File: src/rtl/ex_writeback_arbiter_pkg.sv
// Shared types and constants for the execution-stage writeback arbiter.
package ex_writeback_arbiter_pkg;

  localparam int unsigned FU_LSU   = 0;
  localparam int unsigned FU_FPU   = 1;
  localparam int unsigned FU_INT   = 2;
  localparam int unsigned FU_BR    = 3;
  localparam int unsigned WB_PORTS = 2;

  localparam int unsigned TAG_W  = 6;
  localparam int unsigned DATA_W = 32;

  typedef struct packed {
    logic              valid;
    logic [TAG_W-1:0]  rob_tag;
    logic [DATA_W-1:0] data;
  } ex_update;

endpackage

File: src/rtl/ex_writeback_arbiter_wb_fu_fifo.sv
// Per-FU result FIFO: DEPTH entries, wrap-bit pointers, synchronous flush.
module wb_fu_fifo
  import ex_writeback_arbiter_pkg::*;
#(
  parameter int unsigned DEPTH = 2
) (
  input  logic                       clk,
  input  logic                       rst_n,
  input  logic                       flush,
  input  logic                       push,
  input  logic                       pop,
  input  ex_update                   din,
  output ex_update                   head,
  output logic [$clog2(DEPTH):0]     count
);

  localparam int unsigned AW = $clog2(DEPTH);

  logic [AW:0] r_wr_ptr;
  logic [AW:0] r_rd_ptr;
  ex_update    r_mem [DEPTH];

  logic w_empty;
  logic w_full;
  logic w_do_push;
  logic w_do_pop;

  assign w_empty   = (r_wr_ptr == r_rd_ptr);
  assign w_full    = (r_wr_ptr[AW-1:0] == r_rd_ptr[AW-1:0]) && (r_wr_ptr[AW] != r_rd_ptr[AW]);
  assign w_do_pop  = pop && !w_empty;
  // A full FIFO may still accept a push when its head leaves in the same cycle.
  assign w_do_push = push && (!w_full || w_do_pop);
  assign count     = r_wr_ptr - r_rd_ptr;
  assign head      = r_mem[r_rd_ptr[AW-1:0]];

  always_ff @(posedge clk or negedge rst_n) begin
    if (!rst_n) begin
      r_wr_ptr <= '0;
      r_rd_ptr <= '0;
    end else if (flush) begin
      r_wr_ptr <= '0;
      r_rd_ptr <= '0;
    end else begin
      if (w_do_push) r_wr_ptr <= r_wr_ptr + (AW+1)'(1);
      if (w_do_pop)  r_rd_ptr <= r_rd_ptr + (AW+1)'(1);
    end
  end

  always_ff @(posedge clk) begin
    if (w_do_push && !flush) r_mem[r_wr_ptr[AW-1:0]] <= din;
  end

  a_no_overflow: assert property (@(posedge clk) disable iff (!rst_n)
    !(push && w_full && !pop && !flush))
    else $error("wb_fu_fifo: push while full, record dropped");

endmodule

File: src/rtl/ex_writeback_arbiter.sv
// Two-port round-robin writeback arbiter over per-FU result FIFOs.
// Optional perf counters built only when WB_PERF_CNT_EN is defined.
module ex_writeback_arbiter
  import ex_writeback_arbiter_pkg::*;
#(
  parameter int unsigned FU_NUMBER = 4,
  parameter int unsigned DEPTH     = 2,
  parameter int unsigned WB_PORTS  = 2,
  parameter int unsigned CNT_WIDTH = 32
) (
  input  logic                         clk,
  input  logic                         rst_n,
  input  logic                         flush,
  input  ex_update [FU_NUMBER-1:0]     fu_update,
  output logic     [FU_NUMBER-1:0]     fu_stall,
  output ex_update [WB_PORTS-1:0]      wb_update,
  input  logic                         wb_ready,
  output logic     [CNT_WIDTH-1:0]     perf_conflict_cnt,
  output logic     [CNT_WIDTH-1:0]     perf_stall_cnt
);

  localparam int unsigned CW = $clog2(DEPTH) + 1;
  localparam int unsigned PW = (FU_NUMBER > 1) ? $clog2(FU_NUMBER) : 1;

  if (WB_PORTS != 2) begin : g_bad_ports
    $error("ex_writeback_arbiter supports exactly two writeback ports");
  end

  logic [CW-1:0]          w_count    [FU_NUMBER];
  ex_update               w_head     [FU_NUMBER];
  ex_update               w_cand_rec [FU_NUMBER];
  logic [FU_NUMBER-1:0]   w_cand;
  logic [FU_NUMBER-1:0]   w_gnt;
  logic [FU_NUMBER-1:0]   w_push;
  logic [FU_NUMBER-1:0]   w_pop;
  ex_update [WB_PORTS-1:0] w_wb_next;
  ex_update [WB_PORTS-1:0] r_wb;
  logic [PW-1:0]          r_rr_ptr;
  logic [PW-1:0]          w_rr_next;
  logic                   w_grant_en;

  for (genvar gi = 0; gi < FU_NUMBER; gi++) begin : g_fu
    wb_fu_fifo #(.DEPTH(DEPTH)) u_fifo (
      .clk   (clk),
      .rst_n (rst_n),
      .flush (flush),
      .push  (w_push[gi]),
      .pop   (w_pop[gi]),
      .din   (fu_update[gi]),
      .head  (w_head[gi]),
      .count (w_count[gi])
    );

    // An empty FIFO offers the incoming record directly; it is stored only if not granted.
    assign w_cand[gi]     = (w_count[gi] != '0) || fu_update[gi].valid;
    assign w_cand_rec[gi] = (w_count[gi] != '0) ? w_head[gi] : fu_update[gi];
    assign w_pop[gi]      = w_gnt[gi] && (w_count[gi] != '0);
    assign w_push[gi]     = fu_update[gi].valid && !(w_gnt[gi] && (w_count[gi] == '0));
    assign fu_stall[gi]   = (w_count[gi] == CW'(DEPTH));
  end

  always_comb begin
    int unsigned v_idx;
    logic        v_got0;
    logic        v_got1;
    v_idx      = 0;
    v_got0     = 1'b0;
    v_got1     = 1'b0;
    w_gnt      = '0;
    w_wb_next  = '0;
    w_rr_next  = r_rr_ptr;
    w_grant_en = wb_ready || !(r_wb[0].valid || r_wb[1].valid);
    if (w_grant_en) begin
      for (int unsigned k = 0; k < FU_NUMBER; k++) begin
        v_idx = (32'(r_rr_ptr) + k) % FU_NUMBER;
        if (w_cand[v_idx[PW-1:0]] && !(v_got0 && v_got1)) begin
          w_gnt[v_idx[PW-1:0]] = 1'b1;
          if (!v_got0) begin
            w_wb_next[0]       = w_cand_rec[v_idx[PW-1:0]];
            w_wb_next[0].valid = 1'b1;
            v_got0             = 1'b1;
          end else begin
            w_wb_next[1]       = w_cand_rec[v_idx[PW-1:0]];
            w_wb_next[1].valid = 1'b1;
            v_got1             = 1'b1;
          end
          w_rr_next = PW'((v_idx + 1) % FU_NUMBER);
        end
      end
    end
  end

  always_ff @(posedge clk or negedge rst_n) begin
    if (!rst_n) begin
      r_wb     <= '0;
      r_rr_ptr <= '0;
    end else if (flush) begin
      r_wb     <= '0;
      r_rr_ptr <= '0;
    end else if (w_grant_en) begin
      r_wb     <= w_wb_next;
      r_rr_ptr <= w_rr_next;
    end
  end

  assign wb_update = r_wb;

`ifdef WB_PERF_CNT_EN
  logic [CNT_WIDTH-1:0] r_conflict_cnt;
  logic [CNT_WIDTH-1:0] r_stall_cnt;

  always_ff @(posedge clk or negedge rst_n) begin
    if (!rst_n) begin
      r_conflict_cnt <= '0;
      r_stall_cnt    <= '0;
    end else begin
      if (($countones(w_cand) > 2) && (r_conflict_cnt != '1))
        r_conflict_cnt <= r_conflict_cnt + CNT_WIDTH'(1);
      if ((|fu_stall) && (r_stall_cnt != '1))
        r_stall_cnt <= r_stall_cnt + CNT_WIDTH'(1);
    end
  end

  assign perf_conflict_cnt = r_conflict_cnt;
  assign perf_stall_cnt    = r_stall_cnt;
`else
  assign perf_conflict_cnt = '0;
  assign perf_stall_cnt    = '0;
`endif

endmodule

File: config.mk
export PLATFORM = sky130hd
export DESIGN_NAME = ex_writeback_arbiter
export DESIGN_NICKNAME = d
export VERILOG_FILES = /design/src/rtl/ex_writeback_arbiter_pkg.sv /design/src/rtl/ex_writeback_arbiter_wb_fu_fifo.sv /design/src/rtl/ex_writeback_arbiter.sv
export SDC_FILE = /design/constraint.sdc
export NUM_CORES = 1
export LEC_CHECK = 0
export CAP_MARGIN = 5
export CORE_MARGIN = 2
export CORE_UTILIZATION = 61
export DETAILED_ROUTE_END_ITERATION = 6
export PLACE_DENSITY = 0.95
export SLEW_MARGIN = 30
export SYNTH_ARGS = -nofsm -noshare
export SYNTH_HDL_FRONTEND = slang
export SYNTH_SLANG_ARGS = --single-unit
File: constraint.sdc
create_clock -name clk -period 12.4 [get_ports clk]
set_input_delay 1.24 -clock clk [delete_from_list [all_inputs] [get_ports clk]]
set_output_delay 1.24 -clock clk [all_outputs]
set_load 0.05 [all_outputs]
==> results.md <==
- Setup TNS: 0 ns
- CTS Sinks: 400
- Initial Util: 0.620
- Number of nets in the layout: 2,363
- Register-to-register setup slack: 6.69 ns
- Status: finished clean
- Die H: 200 um
- Final worst-path cycle share: 0.461
- Pre-antenna DRT Iters: 7
- Via density: 6.99
- Yosys top cell by area: edfxtp_1
- Critical Path RT: 12.61 ns
- Critical path endpoint category: flip-flop
- HPWL after detailed placement: 47,500 um
- Fraction of registers with async set/reset: 0.240
- Clock power share: 0.139
- # H-tree levels: 2
- Gr usage total: 0.349
- Aggregate routed wire length: 71,600 um
- Clock skew: 0.0288 ns
- Post-synth EDFFs: 304
- Mapped Cells: 2,066
- Share of the synthesized area in the top cell type: 0.391
- Kind of critical path: reg2reg
- Vias in the first global route: 18,000
- Ys flop type: edfxtp_1
- Die area: 0.0398 sq mm
- Core Rows: 71
- Largest family of logic cells by synthesized area: multiplexers
- Logic pwr share: 0.645
- Clk slew on worst S/H paths: 0.06 ns
- DRC viols: 0
- Crit-path slowest cell: dfrtp_4
- Setup violators final: 0
- CTS tree: yes
- Place WS: 6.43 ns
- DR vias: 19,200
- Sequential Power Share: 0.217
- Switching power: 0.00441 W
- Global route overflow: 0
- Max-cap violations: 0
- Leak: 9.63 nW
- Mux cell area share after synthesis: 0.217
- First-pass GRT wire length: 104,000 um
- Number of setup buffers added after CTS: 0
- Largest net degree at the start of global routing: 82
- Min cycle time layout: 5.71 ns
- Maximum clock rate: 0.175 GHz
- Fillers: 2,348
- Max Fanout on Critical Path: 72
- Synth top area cells: edfxtp_1 (39%), dfrtp_1 (10%), mux4_2 (10%), mux2i_1 (10%), nor2_1 (4.4%)
- Gpl congestion: 1.02
- Routed len/inst: 26.1 um
- Fin. Hold Viols: 0
- Critical Path Source: r_rr_ptr[0]$_DFFE_PN0P_
- Post-Syn Area: 0.0233 sq mm
- Switching share of power: 0.492
- Hold Buf Count CTS: 0
- Root Driver: clkbuf_16
- Max VDD drop: 0.248 mV
- I/O pins: 306
- Depth of the most critical reg-to-reg path: 10
- Worst path top cell family by delay: adder cells
- Post-Synth Simple-Gate Area: 0.0933
- Core ar.: 0.0377 sq mm
- Die Wd: 200 um
- R2R Path End: g_fu[1].u_fifo.r_mem[1][15]$_DFFE_PP_
- P_int: 0.00455 W
- # resized after CTS: 0
- Compound-cell area share of the yosys netlist: 0.130
- Adder-Cell Fraction of Synth Area: 0.00413
- Cell Chain, Critical Path: inv_6, ha_4, buf_16, mux4_2, maj3_4, a221oi_2, or3_1, nand3_1, nor3b_2, buf_4
- Library cells used by synthesis: 51
- P&R area growth vs syn: 17.0%
- Post-DRT Antenna Nets: 0
- Slew headroom: 0.342
- Clk_lat worst skew: 0.59 ns
- CP startpoint kind: flip-flop
- CP endpoint: g_fu[1].u_fifo.r_mem[1][15]$_DFFE_PP_
- Synth Area in XOR/XNOR: 0.00638
- Pwr Density: 328 mW/mm^2
- CP peak stage delay: 1.00 ns
- Sequential share of the synthesized area: 0.494
- Worst flop-to-flop path startpoint: r_rr_ptr[0]$_DFFE_PN0P_
- RSZ-0062 raised after global routing: no
- Number of DRC markers in iteration 0: 3,084
- Initial antenna violation count: 2
- Synth Area per Inst: 11.3 sq um
- Share of cells above drive strength 1: 0.121
- CP Buf/Inv Count: 3
- Min-Delay Path Class: reg2reg
- Max-slew violations: 0
- Seq cells post-synth: 400
- Final WS setup: 6.69 ns
- Bufs on Longest Clock Path: 3
- IO buf count: 241
- TritonCTS Buffers: 43
- Crit path DAT: 5.92 ns
- Worst Tran Pin Value: 0.976 ns
- Yosys warning total: 0
- Critical Path Stages: 10
==> routing by layer <==
metal | vias up | global-route usage | wire (um)
met5 | - | 0 | 13
met4 | 2 | 0.102 | 2260
met3 | 237 | 0.125 | 11800
met2 | 1699 | 0.519 | 32300
met1 | 9189 | 0.485 | 25200
li1 | 8053 | - | -
==> placed cells by master, fill, tap and decap left out, types with 6 or more instances in the layout <==
master           instances
a21oi_1                181
a221oi_1                23
a311oi_1                37
buf_4                   33
clkbuf_1                14
clkbuf_16               44
clkdlybuf4s50_1        239
clkinv_1                 6
conb_1                  64
dfrtp_1                 90
edfxtp_1               304
mux2_1                   8
mux2_2                  19
mux2i_1                238
mux4_2                 105
nand2_1                 32
nand3_1                  8
nand4_1                  9
nor2_1                 271
nor2b_1                 12
nor3_1                 134
o21ai_0                155
o21ai_1                 30
o221ai_1                29
o22ai_1                 29
or3_1                    8
xor2_1                   8
==> cell type report <==
| cell class | count | area [sq um] | area share |
|---|---|---|---|
| Multi-Input combinational cell | 1469 | 11000 | 0.401 |
| Inverter | 4 | 20.0 | 0.000733 |
| Sequential cell | 400 | 11500 | 0.422 |
| Timing Repair Buffer | 279 | 2800 | 0.103 |
| Clock inverter | 19 | 153 | 0.00559 |
| Clock buffer | 61 | 1190 | 0.0437 |
| Antenna cell | 1 | 2.50 | 0.0000916 |
| Tap cell | 511 | 639 | 0.0234 |
==> worst min-delay path by stage <==
stage                                           start                                endpoint  slack (ns)  cells past startpoint
3_3_place_gp                wb_update[53]$_DFFE_PN0N_               wb_update[53]$_DFFE_PN0N_        0.54                      2
2_1_floorplan  g_fu[0].u_fifo.r_rd_ptr[1]$_DFFE_PN0P_  g_fu[0].u_fifo.r_rd_ptr[1]$_DFFE_PN0P_        0.52                      2
4_1_cts                     wb_update[61]$_DFFE_PN0N_               wb_update[61]$_DFFE_PN0N_        0.56                      2
6_report                    wb_update[61]$_DFFE_PN0N_               wb_update[61]$_DFFE_PN0N_        0.55                      2
3_5_place_dp                wb_update[61]$_DFFE_PN0N_               wb_update[61]$_DFFE_PN0N_        0.55                      2
5_1_grt                     wb_update[46]$_DFFE_PN0N_               wb_update[46]$_DFFE_PN0N_        0.58                      2
==> cells by family after synthesis <==
| kind of cell | Yosys count |
|---|---|
| buffers and inverters | 260 |
| DFF | 400 |
| other | 1 |
| and+or+nand+nor | 498 |
| xor gates and xnor gates | 17 |
| muxes | 371 |
| adders and majority gates | 8 |
| AOI/OAI and AO/OA | 511 |
==> flip-flops by register name (all words and copies together) (netlist names) <==
name	count
r_rr_ptr	2
g_fu.u_fifo.r_rd_ptr	8
g_fu.u_fifo.r_wr_ptr	8
wb_update	78
g_fu.u_fifo.r_mem	304
==> tightest hold or removal path, cell delays in order (launching register included) <==
cell and delay, ns:
dfrtp_1 0.34, nor2_1 0.05, nor3_1 0.11
==> synthesized netlist by cell type (2+ instances only) <==
cell type,instances
clkbuf_1,146
o21ai_1,29
a311oi_1,37
ha_1,6
mux2_1,8
a221o_1,4
a221oi_1,23
or2_2,4
o21ai_0,157
nand2_1,34
and2_1,4
mux4_2,106
nor3b_1,4
o22ai_1,29
nor3_1,138
nor2b_1,12
buf_1,16
o221ai_1,29
mux2i_1,238
xor2_1,16
nand3_1,8
edfxtp_1,304
or3_1,8
nand4_1,9
a21oi_1,182
a211oi_1,2
nor2_1,272
mux2_2,19
a22o_1,4
dfrtp_1,96
o211ai_1,5
clkinv_1,3
buf_4,68
buf_2,26
a221oi_2,4
==> power by group through the flow <==
stage | Combinational [W] | Sequential [W] | Clock [W]
after floorplan | 0.00370 | 0.00223 | 0
after global placement | 0.00521 | 0.00194 | 0
after detailed placement | 0.00544 | 0.00195 | 0
after CTS | 0.00548 | 0.00193 | 0.00124
after global routing | 0.00604 | 0.00196 | 0.00129
final | 0.00578 | 0.00194 | 0.00124
==> per-stage QoR <==
| step | hold WS, ns | cells | util | total power (W) | instance area [sq um] |
|---|---|---|---|---|---|
| floorplan | 0.523 | 2129 | - | 0.00593 | 23600 |
| global placement | 0.541 | 2656 | 0.685 | 0.00715 | 25800 |
| detailed placement | 0.546 | 2658 | 0.685 | 0.00739 | 25800 |
| CTS | 0.558 | 2738 | 0.721 | 0.00865 | 27200 |
| global route | 0.581 | 2743 | 0.725 | 0.00930 | 27300 |
| finish | 0.554 | 2744 | 0.725 | 0.00896 | 27300 |
No activity file was read; power rests on OpenSTA's default activity.
